<file path="config.mk">
export PLATFORM = sky130hd
export DESIGN_NAME = rns_to_bin_mrc_flat
export DESIGN_NICKNAME = d
export VERILOG_FILES = /design/src/rtl/rns_to_bin_mrc_pkg.sv /design/src/rtl/rns_to_bin_mrc_if.sv /design/src/rtl/rns_to_bin_mrc_mod_sub.sv /design/src/rtl/rns_to_bin_mrc.sv /design/src/flat_wrapper.sv
export SDC_FILE = /design/constraint.sdc
export NUM_CORES = 1
export LEC_CHECK = 0
export ABC_AREA = 1
export CAP_MARGIN = 20
export CORE_UTILIZATION = 65
export DETAILED_ROUTE_END_ITERATION = 8
export PLACE_DENSITY = 0.94
export SLEW_MARGIN = 20
export SYNTH_ARGS = -nofsm -noshare
export SYNTH_HDL_FRONTEND = slang
export SYNTH_HIERARCHICAL = 1
export SYNTH_SLANG_ARGS = --single-unit
export TNS_END_PERCENT = 1
</file>
<file path="constraint.sdc">
create_clock -name clk -period 5.7 [get_ports clk]
set_input_delay 1.425 -clock clk [delete_from_list [all_inputs] [get_ports clk]]
set_output_delay 1.425 -clock clk [all_outputs]
set_load 0.02 [all_outputs]
</file>
<file path="src/rtl/rns_to_bin_mrc_pkg.sv">
// Shared types and modulus helpers for the RNS -> binary reverse converter.
// Moduli set {2^N, 2^N-1, 2^N+1}; the dynamic range is M = 2^N * (2^2N - 1).
package rns_to_bin_mrc_pkg;

   localparam int N_DEF = 8;

   typedef enum logic [2:0] {
      IDLE,
      V2,
      T3,
      U,
      DBL,
      ACC,
      OUT
   } conv_state_t;

   function automatic int m1_of(input int n);
      return 1 << n;
   endfunction

   function automatic int m2_of(input int n);
      return (1 << n) - 1;
   endfunction

   function automatic int m3_of(input int n);
      return (1 << n) + 1;
   endfunction

endpackage

</file>
<file path="src/rtl/rns_to_bin_mrc_if.sv">
// Residue-in / binary-out handshake bundle for the reverse converter.
//   in_valid/in_ready   : residue triple handshake (res_m1, res_m2, res_m3)
//   out_valid/out_ready : binary result handshake (out_bin)
// master = producer of residues / consumer of results, slave = converter.
interface rns_to_bin_mrc_if #(
   parameter int N = 8
);
   logic             in_valid;
   logic             in_ready;
   logic [N-1:0]     res_m1;
   logic [N-1:0]     res_m2;
   logic [N:0]       res_m3;
   logic             out_valid;
   logic             out_ready;
   logic [3*N-1:0]   out_bin;

   modport master (
      output in_valid, res_m1, res_m2, res_m3, out_ready,
      input  in_ready, out_valid, out_bin
   );

   modport slave (
      input  in_valid, res_m1, res_m2, res_m3, out_ready,
      output in_ready, out_valid, out_bin
   );
endinterface

</file>
<file path="src/rtl/rns_to_bin_mrc_mod_sub.sv">
// Combinational modular subtract y = (a - b) mod MOD.
//   a, b : W-bit operands, both already reduced to [0, MOD-1]
//   y    : W-bit result in [0, MOD-1]
// Because both operands are reduced, one conditional add of MOD is enough.
module rns_to_bin_mrc_mod_sub #(
   parameter int W   = 9,
   parameter int MOD = 257
) (
   input  logic [W-1:0] a,
   input  logic [W-1:0] b,
   output logic [W-1:0] y
);

   logic [W:0] diff;

   assign diff = {1'b0, a} - {1'b0, b};

   // On borrow the low W bits hold 2^W + (a-b); adding MOD wraps to a-b+MOD.
   assign y = diff[W] ? (diff[W-1:0] + W'(MOD)) : diff[W-1:0];

endmodule

</file>
<file path="src/rtl/rns_to_bin_mrc.sv">
// Sequential mixed-radix reverse converter, residues {2^N, 2^N-1, 2^N+1} -> binary.
//   clk   : system clock, all state on rising edge
//   rst_n : asynchronous active-low reset
//   bus   : slave side of rns_to_bin_mrc_if (residues in, binary out)
// One conversion in flight; result appears N+3 edges after acceptance.
//
// state | meaning
// IDLE  | in_ready high, capture and pre-reduce residues on in_valid
// V2    | v2 = (x2 - x1) mod m2
// T3    | acc = (v1 - x3) mod m3
// U     | acc = (acc - v2) mod m3, load doubling count
// DBL   | acc = 2*acc mod m3, N-1 times -> v3 = u * 2^(N-1) mod m3
// ACC   | out_bin = v1 + 2^N*v2 + 2^N*(2^N-1)*v3
// OUT   | out_valid high, hold until out_ready
module rns_to_bin_mrc
   import rns_to_bin_mrc_pkg::*;
#(
   parameter int N = N_DEF
) (
   input  logic               clk,
   input  logic               rst_n,
   rns_to_bin_mrc_if.slave    bus
);

   localparam int M2 = m2_of(N);
   localparam int M3 = m3_of(N);
   localparam int CW = (N > 2) ? $clog2(N) : 1;

   conv_state_t       state, state_nx;
   logic [N-1:0]      v1, x2_r;
   logic [N:0]        x3_r, v2, acc;
   logic [CW-1:0]     cnt;
   logic [3*N-1:0]    out_bin_r;

   logic [N:0]        v1_m2, v2_nx, sub3_a, sub3_b, acc_sub, acc_dbl;
   logic [N+1:0]      acc_x2;
   logic [3*N-1:0]    sum;
   logic              in_ready_c, out_valid_c;

   // x1 < 2^N, so x1 mod (2^N-1) only differs from x1 when x1 == 2^N-1.
   assign v1_m2 = (v1 == N'(M2)) ? '0 : {1'b0, v1};

   rns_to_bin_mrc_mod_sub #(.W(N+1), .MOD(M2)) u_sub_m2 (
      .a (({1'b0, x2_r})),
      .b (v1_m2),
      .y (v2_nx)
   );

   // The m3 subtractor is shared between T3 (v1 - x3) and U (t - v2).
   assign sub3_a = (state == T3) ? {1'b0, v1} : acc;
   assign sub3_b = (state == T3) ? x3_r       : v2;

   rns_to_bin_mrc_mod_sub #(.W(N+1), .MOD(M3)) u_sub_m3 (
      .a (sub3_a),
      .b (sub3_b),
      .y (acc_sub)
   );

   assign acc_x2  = {acc, 1'b0};
   assign acc_dbl = (acc_x2 >= (N+2)'(M3)) ? (N+1)'(acc_x2 - (N+2)'(M3)) : acc_x2[N:0];

   // 3N-bit wrapping arithmetic is exact: the true sum is < M < 2^3N.
   assign sum = (3*N)'(v1)
              + ((3*N)'(v2) << N)
              + (((3*N)'(acc) << (2*N)) - ((3*N)'(acc) << N));

   always_ff @(posedge clk or negedge rst_n) begin
      if (!rst_n) state <= IDLE;
      else        state <= state_nx;
   end

   always_comb begin
      state_nx    = state;
      in_ready_c  = 1'b0;
      out_valid_c = 1'b0;
      case (state)
         IDLE: begin
            in_ready_c = 1'b1;
            if (bus.in_valid) state_nx = V2;
         end
         V2:  state_nx = T3;
         T3:  state_nx = U;
         U:   state_nx = DBL;
         DBL: if (cnt == CW'(1)) state_nx = ACC;
         ACC: state_nx = OUT;
         OUT: begin
            out_valid_c = 1'b1;
            if (bus.out_ready) state_nx = IDLE;
         end
         default: state_nx = IDLE;
      endcase
   end

   always_ff @(posedge clk or negedge rst_n) begin
      if (!rst_n) begin
         v1        <= '0;
         x2_r      <= '0;
         x3_r      <= '0;
         v2        <= '0;
         acc       <= '0;
         cnt       <= '0;
         out_bin_r <= '0;
      end else begin
         case (state)
            IDLE: if (bus.in_valid) begin
               v1   <= bus.res_m1;
               x2_r <= (bus.res_m2 == N'(M2)) ? '0 : bus.res_m2;
               x3_r <= (bus.res_m3 >= (N+1)'(M3)) ? bus.res_m3 - (N+1)'(M3) : bus.res_m3;
            end
            V2:  v2  <= v2_nx;
            T3:  acc <= acc_sub;
            U: begin
               acc <= acc_sub;
               cnt <= CW'(N-1);
            end
            DBL: begin
               acc <= acc_dbl;
               cnt <= cnt - CW'(1);
            end
            ACC: out_bin_r <= sum;
            default: ;
         endcase
      end
   end

   assign bus.in_ready  = in_ready_c;
   assign bus.out_valid = out_valid_c;
   assign bus.out_bin   = out_bin_r;

endmodule
</file>
<file path="src/flat_wrapper.sv">
// flat-port wrapper written by rule: the top's interface ports become plain ports
module rns_to_bin_mrc_flat import rns_to_bin_mrc_pkg::*;
#(
   parameter int N = N_DEF
)
  (clk, rst_n, bus_in_valid, bus_res_m1, bus_res_m2, bus_res_m3, bus_out_ready, bus_in_ready, bus_out_valid, bus_out_bin);
  rns_to_bin_mrc_if #(.N(N)) bus_i ();
  input  logic clk;
  input  logic rst_n;
  input wire logic [$bits(bus_i.in_valid)-1:0] bus_in_valid;
  input wire logic [$bits(bus_i.res_m1)-1:0] bus_res_m1;
  input wire logic [$bits(bus_i.res_m2)-1:0] bus_res_m2;
  input wire logic [$bits(bus_i.res_m3)-1:0] bus_res_m3;
  input wire logic [$bits(bus_i.out_ready)-1:0] bus_out_ready;
  output wire logic [$bits(bus_i.in_ready)-1:0] bus_in_ready;
  output wire logic [$bits(bus_i.out_valid)-1:0] bus_out_valid;
  output wire logic [$bits(bus_i.out_bin)-1:0] bus_out_bin;
  assign bus_i.in_valid = bus_in_valid;
  assign bus_i.res_m1 = bus_res_m1;
  assign bus_i.res_m2 = bus_res_m2;
  assign bus_i.res_m3 = bus_res_m3;
  assign bus_i.out_ready = bus_out_ready;
  assign bus_in_ready = bus_i.in_ready;
  assign bus_out_valid = bus_i.out_valid;
  assign bus_out_bin = bus_i.out_bin;
  rns_to_bin_mrc #(.N(N)) u_core (.clk(clk), .rst_n(rst_n), .bus(bus_i));
endmodule
</file>
# Word level (Yosys, flattened, before mapping)
# Index checks and enable logic that the tools add are counted.
# classes
addsub	10
order_cmp	2
n_eq_ne	12
n_mux	16
n_reduce_logical	6
# op_table
cell	n
2-to-1 mux 9 bit	6
adder 24 bit	1
subtractor 24 x 17 -> 24 bit	1
one-hot mux 3 bit (7 select lines)	1
adder 8 x 17 -> 18 bit	1
one-hot mux 9 bit (2 select lines)	1
subtractor 9 bit (second input constant)	2
equality test 8 bit (second input constant)	2
2-to-1 mux 8 bit	2
greater-or-equal comparator 10 x 9 -> 1 bit (second input constant)	1
subtractor 8 x 9 -> 10 bit	1
subtractor 9 x 9 -> 10 bit	1
adder 9 x 8 -> 9 bit (second input constant)	1
adder 9 bit (second input constant)	1
equality test 3 bit (second input constant)	3
greater-or-equal comparator 9 bit (second input constant)	1
2-to-1 mux 3 bit	3
equality test 3 x 1 -> 1 bit (second input constant)	2
equality test 3 x 2 -> 1 bit (second input constant)	2
one-hot mux 3 bit (2 select lines)	1
inequality test 2 bit (second input constant)	2
nonzero test 2 bit	2
logical NOT 3 bit	1
AND reduction 3 bit	1
other kinds (5)	6
# totals
reg_bits	73
inputBits	29
out_inout_bits	26
word_cells	54

# Logic depth before layout (Yosys ltp)
# Gate-level depths: netlist of the first run.
# logic_depth
ltp_word	6
mapped_depth	25
mapped_depth_nobuf	24

# Modules after synthesis
# The synthesis of the first run kept the hierarchy.
# modules_own_cells
mod	instances	cells_each	area_per_inst_um2	seq_area_each_um2
rns_to_bin_mrc	1	779	5424.0	1826.8
rns_to_bin_mrc_mod_sub (u_core.u_sub_m2)	1	145	778.2	0.0
rns_to_bin_mrc_mod_sub (u_core.u_sub_m3)	1	136	739.5	0.0

# Least setup slack after synthesis of the first run
# OpenSTA, ideal clock, no wires.
# synth_timing
path_type	register to register
start	register u_core.state[1]
end	register u_core.acc[7]
setup_ps	123
t_arrival_ps	2781
t_required_ps	5577
slack_ps	2796
path_stages_with_launch	19
n_path_buf	1
period_less_slack_ps	2904
cell_sequence	dfrtp_1 -> inv_2 -> nor2_4 -> nand2_4 -> buf_2 -> o21ai_1 -> ha_1 -> inv_1 -> fa_1 -> xor2_2 -> nand3_2 -> nor3_4 -> nand2_1 -> nand3_1 -> nand2_1 -> nor2_1 -> nor2_1 -> o21ai_0 -> nand2_1
# synth_via
elab_chain_len	6
word_cells_on_any_way	11
classes_between	add/sub: 2; eq/ne: 3; mux: 4; reduce/logical: 2
# synth_lines
item	line_no	source
from (decl)	rns_to_bin_mrc.sv:29	conv_state_t state, state_nx;
from (signal assigned)	rns_to_bin_mrc.sv:69	else state <= state_nx;
equality test 3 x 2 -> 1 bit *	rns_to_bin_mrc.sv:51	assign sub3_b = (state == T3) ? x3_r : v2;
2-to-1 mux 9 bit *	rns_to_bin_mrc.sv:51	
named net u_core.sub3_b[0]	rns_to_bin_mrc.sv:35	logic [N:0] v1_m2, v2_nx, sub3_a, sub3_b, acc_sub, acc_dbl;
subtractor 9 x 9 -> 10 bit *	rns_to_bin_mrc_mod_sub.sv:16	assign diff = {1'b0, a} - {1'b0, b};
adder 9 bit	rns_to_bin_mrc_mod_sub.sv:19	assign y = diff[W] ? (diff[W-1:0] + W'(MOD)) : diff[W-1:0];
2-to-1 mux 9 bit *	rns_to_bin_mrc_mod_sub.sv:19	
named net u_core.acc_sub[7]	rns_to_bin_mrc.sv:35	
one-hot mux 9 bit (2 select lines) *	rns_to_bin_mrc.sv:104	case (state)
to (signal assigned)	rns_to_bin_mrc.sv:111	T3: acc <= acc_sub;
to (signal assigned)	rns_to_bin_mrc.sv:113	acc <= acc_sub;
to (signal assigned)	rns_to_bin_mrc.sv:117	acc <= acc_dbl;
to (decl)	rns_to_bin_mrc.sv:31	logic [N:0] x3_r, v2, acc;
# The timed path passes the listed nets; every way through them passes the cells marked *.
# A chain may end at the register's enable or synchronous reset.

# Final worst setup path of the first run
# Same ends and word-level chain as after synthesis.

==> results of run 1 <==
[layer usage]
metal / vias to the layer above / wire length [um] / global-route usage [%]
li1: 3426 / - / -
met1: 3097 / 6800 / 37.8
met2: 310 / 7960 / 53.9
met3: 95 / 942 / 4.39
met4: 0 / 1060 / 24.2
met5: - / 0 / 0
[worst paths after layout]
kind	end	slack, ps	cells past startpoint
max	u_core/acc[7]	2410	17
min	u_core/bus.out_bin[10]	480	2
max reg2reg	u_core/acc[7]	2410	17
min reg2reg	u_core/bus.out_bin[10]	480	2
max in group asynchronous	u_core/state[2]	3660	2
min in group asynchronous	u_core/bus.out_bin[1]	1050	1
[registers in the layout, summed over array words and instances, names as in the netlist]
register,cells
u_core/v1,8
u_core/acc,9
u_core/x2_r,8
u_core/v2,9
u_core/bus.out_bin,24
u_core/x3_r,9
u_core/cnt,3
u_core/state,3
[critical path, delay by kind of cell, from the launching register on]
kind	cells	cell delay (ps)
DFF	1	460
AOI/OAI and AO/OA	2	340
and+or+nand+nor	10	1280
xor gates and xnor gates	1	250
buffers and inverters	2	170
adders and majority gates	2	670
[cell usage after synthesis, types with 13 or more instances]
master	n	area share, %
o21ai_0	34	2.5
mux2_2	17	2.8
nand4_1	16	1.4
o21ai_1	13	0.94
a21oi_1	27	1.9
nand2_1	381	21
ha_1	66	12
inv_1	178	9.6
nand3_1	74	5.3
dfrtp_1	73	26
nor2_1	75	4.1
xor2_1	17	2.1
[layout make-up]
cell class	instances	area share [%]
Tap cell	136	2.19
Timing Repair Buffer	55	7.00
Clock buffer	11	1.95
Clock inverter	5	0.387
Multi-Input combinational cell	792	56.0
Sequential cell	73	23.5
Inverter	183	8.88
[per-stage QoR]
step | cell area, sq um | util (%)
floorplan | 6950 | -
global placement | 7580 | 73.4
detailed placement | 7580 | 73.4
CTS | 7760 | 75.2
global route | 7760 | 75.2
finish | 7760 | 75.2
[cells by family after synthesis]
family	share of synthesized area, %
AND/OR/NAND/NOR	36.5
other	0.0540
AO/OA/AOI/OAI	6.76
multiplexers	2.90
adder cells (fa/ha/maj)	12.5
flip-flops	26.3
XOR/XNOR	3.88
buffers and inverters	11.1
==> metrics.yaml, run 1 <==
cts_max_path_buffers: 2
cts_made_buffers: 9
min_period_over_period_pct: 57.7
hold_path.class: "flop to flop"
hold_ws_ps: 478
cp_cell_sequence: "inv_2 -> nor2_4 -> nand2_4 -> o21ai_1 -> ha_1 -> inv_1 -> fa_1 -> xor2_2 -> nand3_2 -> nor3_4 -> nand2_1 -> nand3_1 -> nand2_1 -> nor2_1 -> nor2_1 -> o21ai_0 -> nand2_1"
core_sq_um: 10300
port_buffers: 54
setup-tns-final_ps: 0
num_rows: 37
layout_setup_ws_ps: 2410
finalNetCount: 1211
cpMostUsedCell: "nand2_1"
cts_hold_buf: 0
path_class: "flop to flop"
antenna_found_initial: 0
drt_wl_total_mm: 16.8
path_clk_slew_ps: 70
overflow: 0
worst_ep_arrival_time_ps: 3540
fmax_mhz: 304
async_flop_share_pct: 100
drtIter0Drc: 521
clock_latency_ps: 370
drive_above_1_share_pct: 6.43
final_common_cell: "nand2_1"
start_kind: "flop"
fin_worst_skew_ps: 9.17
grt_pass1_wl_mm: 28.7
post_drt_wl_per_cell_um: 13.4
ys.flop_type: "dfrtp_1"
ctsRootBufferMaster: "clkbuf_8"
status: "finished, final reports clean"
finalSetupViolCount: 0
via_count: 6928
slowest_stage: "dfrtp_1"
htreeDepth: 3
postSynthCellCount: 1060
drc: 0
track_usage_pct: 32.3
slew_headroom_pct: 44.7
ys_warn_count: 6
synth-seq-cells: 73
die_y_um: 105
io-pin-count: 55
rsz0062_at_grt: "false"
critPathCaptureType: "flop"
worstHoldStart: "u_core/bus.out_bin[10]"
max_cap_violations: 0
chipWidth_um: 105
placed_cells: 1239
synth_edf_count: 0
grt_max_degree: 47
diodes: 0
fillers: 783
routed_via_density: 5.52
multi_input_area_sq_um: 4350
yosysUniqueCellTypes: 42
final-seq-area_sq_um: 1830
setup.worst_path.start: "u_core/state[1]"
syn2layout_area_growth_pct: 11.8
die_area_sq_um: 11100
firstDrtPassIters: 5
grt_pass1_vias: 6603
hpwl_mm: 13.1
final_cell_mix: "nand2_1 (381), inv_1 (178), nor2_1 (75), nand3_1 (74), dfrtp_1 (73)"
crit_fanout: 28
place.gp.congestion: 0.962
max_stage_delay_ps: 460
required_ps: 5950
start_util_pct: 67.2
r2r-start: "u_core/state[1]"
postCtsSetupRepairBufs: 0
cts.repair.resized: 0
cts.sinks: 73
ys_seq_area_share_pct: 26.3
hold_viol: 0
ant_nets: 0
instances_no_fill: 1255
syn_area_per_cell_sq_um: 6.55
worst_slew_pin_slew_ps: 828
place_ws_ps: 2490
cts_tree: "built"
syn_area_sq_um: 6940
period_minus_slack_ps: 3290
drv_slew: 0
Power of run 1 is not shown: default switching activity piles up to over one toggle a cycle in this logic, so the estimate is an artifact.
==> inputs of run 2 (changes only) <==
- CORE_UTILIZATION: 65 -> 54
- PLACE_DENSITY: 0.94 -> 0.84
- clock period: 5.7 -> 2.93 ns (I/O delays scaled with it)
==> run 2 against run 1 <==
  * Via count up 3.7%
  * First-iteration DRC count up 29%
  * Highest routed layer unchanged
  * Register-to-register slack got worse by 2600 ps
  * Wire length up 16%
  * Setup slack got worse by 2600 ps
  * Cell area grew 9.5%
  * Fmax is 4.5% higher
  * Utilization down 7.6 points
  * The run now ends with setup timing left
  * Clock-buffer cell count is 1 lower
==> metrics.yaml, run 2 (synthesis results as in run 1) <==
top_usage_layer: "met2"
start_util_pct: 55.2
cts.sinks: 73
finalNetCount: 1244
clock_latency_ps: 350
finalSetupViolCount: 6
hpwl_mm: 13.0
overflow: 0
period_minus_slack_ps: 3150
antenna_found_initial: 0
worst_ep_arrival_time_ps: 3390
core_sq_um: 12600
fin_worst_skew_ps: 8.58
max_stage_delay_ps: 390
violations: "setup timing"
hold_path.class: "flop to flop"
rsz0062_at_grt: "true"
cts_tree: "built"
drtIter0Drc: 670
slew_headroom_pct: 39.1
diodes: 0
worst_slew_pin_slew_ps: 913
cp_cell_sequence: "inv_2 -> nor2_4 -> buf_12 -> nand2_8 -> buf_4 -> o21ai_1 -> ha_4 -> nand2_2 -> inv_1 -> nand2_2 -> nand2_1 -> nand2_2 -> nand3_4 -> nor3_4 -> nand2_1 -> nand3_1 -> nand2_1 -> nor2_1 -> nor2_1 -> o21ai_1 -> nand2_1"
grt_pass1_wl_mm: 28.7
cts_max_path_buffers: 2
routed_via_density: 5.43
htreeDepth: 3
start_kind: "flop"
die_y_um: 115
track_usage_pct: 27.4
drc: 0
cts_hold_buf: 0
io-pin-count: 55
gr-usage-met1_pct: 33.9
hold_ws_ps: 474
hold_viol: 0
final_cell_mix: "nand2_1 (370), inv_1 (169), dfrtp_1 (73), nor2_1 (72), nand3_1 (71)"
place.gp.congestion: 0.953
crit_fanout: 11
status: "finished with violations"
fmax_mhz: 318
max_cap_violations: 0
path_class: "flop to flop"
die_area_sq_um: 13300
path_clk_slew_ps: 70
fillers: 989
firstDrtPassIters: 5
layout_setup_ws_ps: -218
grt_pass1_vias: 6307
grt_max_degree: 74
port_buffers: 54
post_drt_wl_per_cell_um: 14.7
drv_slew: 0
largest_reg_flops: 24
globalRouteMet2Util_pct: 47.1
slowest_stage: "dfrtp_1"
ctsRootBufferMaster: "clkbuf_16"
drt_wl_total_mm: 19.5
use_met3_pct: 4.48
via_count: 7186
cpMostUsedCell: "nand2_1"
final_common_cell: "nand2_1"
ant_nets: 0
required_ps: 3170
cts_made_buffers: 9
syn2layout_area_growth_pct: 22.4
min_period_over_period_pct: 107
num_rows: 41
chipWidth_um: 115
critPathCaptureType: "flop"
drive_above_1_share_pct: 13.5
==> run 2: worst paths after layout <==
path                                              from                      to  slack [ps]  cells past startpoint
worst max-delay path                   u_core/state[1]           u_core/acc[7]        -220                     21
worst min-delay path            u_core/bus.out_bin[19]  u_core/bus.out_bin[19]         470                      2
worst max register to register         u_core/state[1]           u_core/acc[7]        -220                     21
worst min register to register  u_core/bus.out_bin[19]  u_core/bus.out_bin[19]         470                      2
max in group asynchronous                        rst_n  u_core/bus.out_bin[20]        1820                      1
min in group asynchronous                        rst_n   u_core/bus.out_bin[5]         510                      1
==> run 2: per-stage QoR <==
| stage | utilization, % | TNS [ps] | instances | setup WS [ps] | cell area [sq um] |
|---|---|---|---|---|---|
| after floorplan | - | 0 | 1061 | 26.3 | 6950 |
| after global placement | 61.0 | 0 | 1281 | 180 | 7670 |
| after detailed placement | 61.0 | 0 | 1281 | 45.6 | 7670 |
| after CTS | 63.5 | 0 | 1297 | 24.9 | 7980 |
| after global routing | 67.6 | -1470 | 1324 | -307 | 8500 |
| final | 67.6 | -602 | 1324 | -218 | 8500 |
==> run 2: area by class of cell <==
class                   instances  area [sq um]  area share (%)
multi-input cells             794          4660            54.8
repair buffers                 86           791            9.31
clock inverters                 6          72.6           0.854
inverters                     183           693            8.16
well taps                     172           215            2.53
flip-flops and latches         73          1830            21.5
clock buffers                  10           239            2.81
==> run 2: critical path: cells and delay by family (launching register included) <==
| kind | cells | cell delay [ps] |
|---|---|---|
| simple gates | 14 | 1430 |
| buf+inv | 4 | 470 |
| compound gates | 2 | 450 |
| flops | 1 | 390 |
| fa+ha+maj | 1 | 300 |
==> run 2: routing by layer <==
layer,vias to the layer above,wire length (um)
met3,85,1130
met4,0,978
met5,-,0
met2,303,9400
met1,3306,7950
li1,3492,-
==> run 2: repair_timing <==
action,CTS,global route
resized for setup,0,65
setup buffers,0,25
endpoints found under the setup margin,0,12
Power of run 2 is left out for the same reason.
